**config.mk**
```make
export PLATFORM = sky130hd
export DESIGN_NAME = spi_master
export DESIGN_NICKNAME = d
export VERILOG_FILES = /design/src/rtl/spi_pkg.sv /design/src/rtl/spi_tick_gen.sv /design/src/rtl/spi_master.sv
export SDC_FILE = /design/constraint.sdc
export NUM_CORES = 1
export LEC_CHECK = 0
export BUFFER_PORTS_ARGS = -buffer_cell sky130_fd_sc_hd__buf_4
export CELL_PAD_IN_SITES_DETAIL_PLACEMENT = 0
export CELL_PAD_IN_SITES_GLOBAL_PLACEMENT = 2
export CORE_MARGIN = 2
export CORE_UTILIZATION = 38
export CTS_CLUSTER_SIZE = 25
export DETAILED_ROUTE_END_ITERATION = 8
export GPL_TIMING_DRIVEN = 0
export PLACE_DENSITY_LB_ADDON = 0.1
export SLEW_MARGIN = 10
export SYNTH_ARGS = -nofsm -noshare
export SYNTH_HDL_FRONTEND = slang
export SYNTH_HIERARCHICAL = 1
export SYNTH_SLANG_ARGS = --single-unit
```
**constraint.sdc**
```tcl
create_clock -name clk -period 3.7 [get_ports clk]
set_clock_uncertainty 0.1 [all_clocks]
set_input_delay 0.555 -clock clk [delete_from_list [all_inputs] [get_ports clk]]
set_output_delay 0.555 -clock clk [all_outputs]
set_load 0.01 [all_outputs]
```
**src/rtl/spi_pkg.sv**
```systemverilog
// Shared types and constants for the SPI master and its helpers.
// Imported by spi_master; spi_tick_gen stays generic for reuse by other serial masters.
package spi_pkg;

    typedef enum logic [2:0] {
        IDLE     = 3'd0,
        CS_SETUP = 3'd1,
        SCLK_LO  = 3'd2,
        SCLK_HI  = 3'd3,
        CS_HOLD  = 3'd4
    } spi_master_state_e;

    localparam int SPI_BITS    = 8;
    localparam int SPI_MIN_DIV = 4;
    localparam int SPI_BIT_W   = $clog2(SPI_BITS);

endpackage

```
**src/rtl/spi_tick_gen.sv**
```systemverilog
// Half-period tick generator: counts 0..CLK_DIV-1 while clear is low and
// raises tick for the single cycle the count sits at CLK_DIV-1.
module spi_tick_gen #(
    parameter int CLK_DIV = 50,
    parameter int CNT_W   = 16
) (
    input  logic clk,
    input  logic reset,
    input  logic clear,
    output logic tick
);

    localparam logic [CNT_W-1:0] LAST = CNT_W'(CLK_DIV - 1);

    logic [CNT_W-1:0] cnt_q;
    logic [CNT_W-1:0] cnt_d;

    // Wrapping on tick keeps the count aligned with every state change of the user.
    always_comb begin
        tick  = !clear && (cnt_q == LAST);
        cnt_d = cnt_q + CNT_W'(1);
        if (clear || tick) begin
            cnt_d = '0;
        end
    end

    always_ff @(posedge clk) begin
        if (reset) begin
            cnt_q <= '0;
        end else begin
            cnt_q <= cnt_d;
        end
    end

endmodule

```
**src/rtl/spi_master.sv**
```systemverilog
// Mode-0 single-byte SPI master, MSB first, SCLK = clk / (2*CLK_DIV).
// Optional back-to-back frames with cs held low: define SPI_MASTER_BURST_EN.
module spi_master
    import spi_pkg::*;
#(
    parameter int CLK_DIV = 50,
    parameter int CNT_W   = 16
) (
    input  logic       clk,
    input  logic       reset,
    input  logic       start,
    input  logic [7:0] tx_data,
    output logic       ready,
    output logic [7:0] rx_data,
    output logic       done,
    output logic       sclk,
    output logic       mosi,
    input  logic       miso,
    output logic       cs
);

    // Dividers below the slave's synchronizer minimum are raised to it.
    localparam int DIV_EFF = (CLK_DIV < SPI_MIN_DIV) ? SPI_MIN_DIV : CLK_DIV;

    spi_master_state_e state_q, state_d;

    logic                 cs_q, cs_d;
    logic                 sclk_q, sclk_d;
    logic                 mosi_q, mosi_d;
    logic                 done_q, done_d;
    logic [7:0]           rx_data_q, rx_data_d;
    logic [7:0]           tx_shift_q, tx_shift_d;
    logic [7:0]           rx_shift_q, rx_shift_d;
    logic [SPI_BIT_W-1:0] bit_cnt_q, bit_cnt_d;

    logic tick;
    logic last_bit;
    logic burst_window;

    spi_tick_gen #(
        .CLK_DIV (DIV_EFF),
        .CNT_W   (CNT_W)
    ) u_tick_gen (
        .clk   (clk),
        .reset (reset),
        .clear (state_q == IDLE),
        .tick  (tick)
    );

    assign last_bit = (bit_cnt_q == SPI_BIT_W'(SPI_BITS - 1));

`ifdef SPI_MASTER_BURST_EN
    assign burst_window = (state_q == SCLK_HI) && tick && last_bit;
`else
    assign burst_window = 1'b0;
`endif

    assign ready = (state_q == IDLE) || burst_window;

    always_comb begin
        state_d    = state_q;
        cs_d       = cs_q;
        sclk_d     = sclk_q;
        mosi_d     = mosi_q;
        done_d     = 1'b0;
        rx_data_d  = rx_data_q;
        tx_shift_d = tx_shift_q;
        rx_shift_d = rx_shift_q;
        bit_cnt_d  = bit_cnt_q;

        case (state_q)
            IDLE: begin
                if (start) begin
                    tx_shift_d = tx_data;
                    mosi_d     = tx_data[7];
                    cs_d       = 1'b0;
                    state_d    = CS_SETUP;
                end
            end

            CS_SETUP: begin
                if (tick) begin
                    state_d = SCLK_LO;
                end
            end

            // miso is only looked at here, so a floating line elsewhere never reaches rx.
            SCLK_LO: begin
                if (tick) begin
                    sclk_d     = 1'b1;
                    rx_shift_d = {rx_shift_q[6:0], miso};
                    state_d    = SCLK_HI;
                end
            end

            SCLK_HI: begin
                if (tick) begin
                    sclk_d = 1'b0;
                    if (!last_bit) begin
                        bit_cnt_d  = bit_cnt_q + SPI_BIT_W'(1);
                        tx_shift_d = {tx_shift_q[6:0], tx_shift_q[7]};
                        mosi_d     = tx_shift_q[6];
                        state_d    = SCLK_LO;
                    end else begin
                        bit_cnt_d = '0;
                        state_d   = CS_HOLD;
`ifdef SPI_MASTER_BURST_EN
                        if (start) begin
                            rx_data_d  = rx_shift_q;
                            done_d     = 1'b1;
                            tx_shift_d = tx_data;
                            mosi_d     = tx_data[7];
                            state_d    = SCLK_LO;
                        end
`endif
                    end
                end
            end

            CS_HOLD: begin
                if (tick) begin
                    cs_d      = 1'b1;
                    mosi_d    = 1'b0;
                    rx_data_d = rx_shift_q;
                    done_d    = 1'b1;
                    state_d   = IDLE;
                end
            end

            default: begin
                state_d = IDLE;
            end
        endcase
    end

    always_ff @(posedge clk) begin
        if (reset) begin
            state_q    <= IDLE;
            cs_q       <= 1'b1;
            sclk_q     <= 1'b0;
            mosi_q     <= 1'b0;
            done_q     <= 1'b0;
            rx_data_q  <= '0;
            tx_shift_q <= '0;
            rx_shift_q <= '0;
            bit_cnt_q  <= '0;
        end else begin
            state_q    <= state_d;
            cs_q       <= cs_d;
            sclk_q     <= sclk_d;
            mosi_q     <= mosi_d;
            done_q     <= done_d;
            rx_data_q  <= rx_data_d;
            tx_shift_q <= tx_shift_d;
            rx_shift_q <= rx_shift_d;
            bit_cnt_q  <= bit_cnt_d;
        end
    end

    assign cs      = cs_q;
    assign sclk    = sclk_q;
    assign mosi    = mosi_q;
    assign done    = done_q;
    assign rx_data = rx_data_q;

endmodule

```
### Word-level counts from Yosys, hierarchy flattened

Cells that the tools add are included.

| storage, ports and cells | value |
|---|---|
| register bits after elaboration | 50 |
| bits of input ports | 12 |
| logic and storage cells | 65 |

| cells by class | value |
|---|---|
| mux-type cells | 22 |
| eq/ne operators | 12 |
| reductions and logical operators | 18 |
| add/subtract/negate cells | 2 |
| bitwise logic cells | 1 |

Operators with widths:

| cell | count |
|---|---|
| 8-bit two-way mux | 3 |
| 3-bit two-way mux | 7 |
| 16-bit by 1-bit adder with 16-bit output (second input constant) | 1 |
| 16-bit by 6-bit == test with 1-bit output (second input constant) | 1 |
| 8-bit case mux with 2 select lines | 1 |
| 3-bit case mux with 5 select lines | 1 |
| 2-bit != test (second input constant) | 6 |
| 5-bit AND reduction | 2 |
| 1-bit two-way mux | 7 |
| 3-bit by 2-bit == test with 1-bit output (second input constant) | 2 |
| 3-bit == test (second input constant) | 2 |
| 2-bit AND reduction | 3 |
| 3-bit AND reduction | 2 |
| 2-bit nonzero test | 3 |
| 1-bit case mux with 2 select lines | 2 |
| 4-bit AND reduction | 1 |
| 2-bit OR reduction | 2 |
| 3-bit by 1-bit adder with 3-bit output (second input constant) | 1 |
| 3-bit by 1-bit == test with 1-bit output (second input constant) | 1 |
| 3-bit zero test | 1 |
| 1-bit case mux with 3 select lines | 1 |
| 3-bit nonzero test | 1 |
| 1-bit logical AND | 1 |
| 1-bit zero test | 1 |
| other kinds (2) | 2 |

### Longest topological paths before layout

| logic depth | value |
|---|---|
| word-level depth | 5 |
| depth in mapped cells | 11 |

### By module

Netlist, hierarchy kept.

Modules (own cells, without submodules):

| module | seq. area each (um^2) | times used | area an instance (um^2) | cells each |
|---|---|---|---|---|
| spi_master | 680.7 | 1 | 1380.1 | 153 |
| spi_tick_gen | 320.3 | 1 | 774.5 | 84 |

### Worst setup path after synthesis

No wires, ideal clock.

| timing path | value |
|---|---|
| kind | register to register |
| start point | register state_q[0] |
| end point | register tx_shift_q[6] |
| stages on the path, launching flop included | 11 |
| buffers on the path | 4 |
| setup time | 88 ps |
| slack | 1546 ps |
| required time | 3512 ps |
| clock period less this slack | 2154 ps |
| arrival time | 1966 ps |
| cells stage by stage | dfxtp_1 buf_2 clkbuf_1 nor3_1 nor2_1 buf_2 nand4b_1 a21oi_4 buf_6 nor2_1 a311oi_2 |

| on the way | value |
|---|---|
| longest elaborated chain between the ends | 5 |

Ends and longest elaborated chain:

| what | line | RTL |
|---|---|---|
| start: declaration | spi_master.sv:25 | `spi_master_state_e state_q, state_d;` |
| start signal: assignment | spi_master.sv:148 | `state_q <= state_d;` |
| 3-bit zero test | - |  |
| named net ready | spi_master.sv:13 | `output logic ready,` |
| 1-bit zero test | spi_tick_gen.sv:20 | `tick = !clear && (cnt_q == LAST);` |
| 1-bit logical AND | spi_tick_gen.sv:20 |  |
| named net tick | spi_master.sv:36 | `logic tick;` |
| 2-bit != test (no source line) | - |  |
| 4-bit AND reduction (no source line) | - |  |
| end signal: assignment | spi_master.sv:154 | `tx_shift_q <= tx_shift_d;` |
| end: declaration | spi_master.sv:32 | `logic [7:0] tx_shift_q, tx_shift_d;` |

The timed path passes the listed nets, and every way through them passes these cells.
A chain may end at the register's enable or synchronous reset.

### Final worst setup path

| timing path | value |
|---|---|
| start point | register state_q[0] |
| end point | register tx_shift_q[4] |

| on the way | value |
|---|---|
| longest elaborated chain between the ends | 5 |

Ends and longest elaborated chain:

| what | line | RTL |
|---|---|---|
| 3-bit zero test | spi_master.sv:46 | `.clear (state_q == IDLE),` |
| 1-bit zero test | spi_tick_gen.sv:20 |  |
| 1-bit logical AND | spi_tick_gen.sv:20 |  |
| named net tick | spi_master.sv:36 |  |
| 2-bit != test (no source line) | - |  |
| 4-bit AND reduction (no source line) | - |  |

The timed path passes the listed nets, and every way through them passes these cells.

==> impl_metrics.yaml <==
clock_tree:
  numCtsBuffers: 5
  clk_pin_slew_worst_paths_ns: 0.10
  cts_resized: 0
  clk_path_buf_depth: 2
  cts_tree: "done"
  cts.hold.buffers_added: 0
  clock_latency_ns: 0.31
  postCtsSetupRepairBufs: 0
  cts_num_sinks: 50
  clockRootBuffer: "clkbuf_8"
  htree_levels: 2
min_path:
  min_from: "rx_shift_q[7]"
  hp-class: "flip-flop to flip-flop"
  min_to: "rx_shift_q[7]"
  whs_path_depth: 2
global_routing:
  grt_pass1_wl_mm: 7.68
  grt_max_degree: 19
  grt_remaining_overflow: 0
  first_global_vias: 1624
  antenna_found_initial: 0
  grtUsageTotal: 0.157
synth:
  syn_nets: 254
  seq_area_frac_synth: 0.465
  avgSynthCellArea_um2: 9.09
  synthCells: 237
  synth_warnings: 6
  syn_area_um2: 2150
  synth_edf_count: 0
  netlist.area_leader.share: 0.465
  async_reset_ff_frac: 0
  yosysTopAreaCell: "dfxtp_1"
  ys_top_cells_by_area: "dfxtp_1, nor2_1, nand2_1"
  synth_ff_type: "dfxtp_1"
  synth_cell_types: 41
  synth.ff_latch_count: 50
detailed_routing:
  vias: 1706
  dr.first_iter.drc_count: 52
  drcViolationCount: 0
  detail-route-antenna-nets: 0
  detail_route.wl_per_cell_um: 13.1
  dr.pass1.iters: 4
  wl_mm: 4.47
  via_per_inst: 5.00
sta:
  rsz0062_at_grt: "no"
  post-route-period-util: 0.703
  holdWs_ns: 0.360
  worst_pin_slew_ns: 0.641
  max_slew_margin: 0.571
  max_freq_mhz: 385
  final_max_slew_viol_count: 0
  final-hold-violation-count: 0
  tns_ns: 0
  setup_violations: 0
  fin_crit_ns: 2.60
pwr:
  peakVddDrop_uv: 159
  p_leak_nw: 0.946
  p_per_area_nw_per_um2: 381
  totalPowerFinal_mw: 0.960
setup_path:
  reg2reg_slack_ns: 1.10
  r2r_cells: 10
  r2r-end: "tx_shift_q[4]"
  path_max_fanout: 10
  endpoint_kind: "flip-flop"
  critPathKind: "flip-flop to flip-flop"
  worstPathRequired_ns: 3.82
  cp_data_arrival_time_ns: 2.72
  cp-start-kind: "flip-flop"
  timing.rr.start: "state_q[0]"
placed_design:
  port_buffers: 24
  placed_cells: 333
  routabilityCongestion: 0.687
  place_hpwl_mm: 3.13
final_layout:
  final_nets: 285
  area_growth_pct: 17.1
  fin_util: 0.458
  fillers: 561
  diodes: 0
  finalNonFillerCells: 341
  layout-drive-gt1-share: 0.190
job:
  cap_violations: 0
die:
  die-area_um2: 6290
  row_count: 27
  core-area_um2: 5510
  die_x_um: 79.3
  initial_core_util: 0.391
  die_h_um: 79.3
  pin_count: 25
outcome:
  outcome: "completed"
sequential cells by signal, indices dropped and copies added, names as in the netlist:
name,flops
rx_data,8
cs,1
rx_shift_q,8
state_q,3
mosi,1
bit_cnt_q,3
tx_shift_q,8
sclk,1
u_tick_gen/cnt_q,16
done,1
synthesized netlist by cell type, drive strengths merged (2+ instances only):
| cell type | count |
|---|---|
| a31oi | 2 |
| a311oi | 7 |
| clkbuf | 5 |
| nor4 | 6 |
| nand2 | 33 |
| nor4b | 2 |
| nand3b | 2 |
| xnor2 | 10 |
| dfxtp | 50 |
| a22o | 8 |
| ha | 5 |
| nand4 | 6 |
| nor2b | 2 |
| nor2 | 34 |
| inv | 3 |
| buf | 8 |
| nand3 | 13 |
| nor3 | 7 |
| o21ai | 3 |
| a21oi | 14 |
| mux2i | 2 |
| xor2 | 4 |
cells in the final DEF, fill, tap and decap left out, types with 2 or more instances in the layout:
master    synthesis  routed
a22o_1            8       8
nor3_1            7       7
buf_4             1      25
a21oi_1          13      13
nor4b_1           2       2
nand3b_1          2       2
nor4_2            3       3
clkbuf_8          0       5
nand3_1          13      13
a31oi_1           2       2
nor2_1           34      34
o21ai_0           3       3
xor2_1            4       4
nand2_1          32      32
buf_2             6       6
ha_1              5       5
xnor2_1          10      10
a311oi_2          3       3
a311oi_1          4       4
nor2b_1           2       2
dfxtp_1          50      50
clkbuf_1          5       5
nor4_1            2       2
mux2i_1           2       2
inv_1             3       3
nand4_1           5       5
worst max-delay path by stage:
| stage | end | slack (ns) | start | depth (start not counted) |
|---|---|---|---|---|
| after floorplan | tx_shift_q[6] | 1.55 | state_q[0] | 10 |
| after global placement | tx_shift_q[4] | 1.13 | state_q[0] | 10 |
| after detailed placement | tx_shift_q[4] | 1.13 | u_tick_gen/cnt_q[0] | 10 |
| after CTS | tx_shift_q[4] | 1.11 | u_tick_gen/cnt_q[0] | 10 |
| after global routing | tx_shift_q[6] | 0.84 | u_tick_gen/cnt_q[0] | 10 |
| final | tx_shift_q[4] | 1.10 | state_q[0] | 10 |
per-stage QoR:
stage	area (um^2)	setup WS (ns)
floorplan	2150	1.55
global placement	2420	1.13
finish	2520	1.10
detailed placement	2420	1.13
global route	2520	0.841
CTS	2520	1.11
critical path, stage by stage (launching register included):
cell,delay [ns]
dfxtp_1,0.34
buf_2,0.19
clkbuf_1,0.40
nor3_1,0.17
nor2_1,0.13
buf_2,0.19
nand4b_1,0.18
a21oi_4,0.32
buf_6,0.20
nor2_1,0.06
a311oi_2,0.22
routing by layer:
layer  share of wire  up-vias  GRT usage
li1                -      891          -
met1            0.51      792      0.210
met2            0.45       17      0.249
met3           0.026        6     0.0375
met4           0.014        0     0.0517
met5               0        -          0
kinds of logic after synthesis:
| kind of cell | synth area share |
|---|---|
| AND/OR/NAND/NOR | 0.276 |
| flip-flops | 0.465 |
| AO/OA/AOI/OAI | 0.127 |
| buffers and inverters | 0.0366 |
| XOR/XNOR | 0.0569 |
| adder cells (fa/ha/maj) | 0.0290 |
| multiplexers | 0.00929 |
report_power, final:
part | internal (mW) | switching (mW) | leakage [nW]
clock network | 0.142 | 0.204 | 0.0506
logic | 0.0272 | 0.0333 | 0.490
registers | 0.548 | 0.00553 | 0.405
total | 0.717 | 0.243 | 0.946
cell type report:
| class | instances | area, um^2 | share of cell area |
|---|---|---|---|
| buffer | 13 | 67.6 | 0.0268 |
| clock buffer | 5 | 68.8 | 0.0273 |
| clock inverter | 3 | 28.8 | 0.0114 |
| inverter | 3 | 11.3 | 0.00446 |
| multi-input combinational | 171 | 1070 | 0.426 |
| sequential | 50 | 1000 | 0.397 |
| tap | 72 | 90.1 | 0.0357 |
| timing repair buffer | 24 | 180 | 0.0714 |
Power figures use the tool's default switching activity.
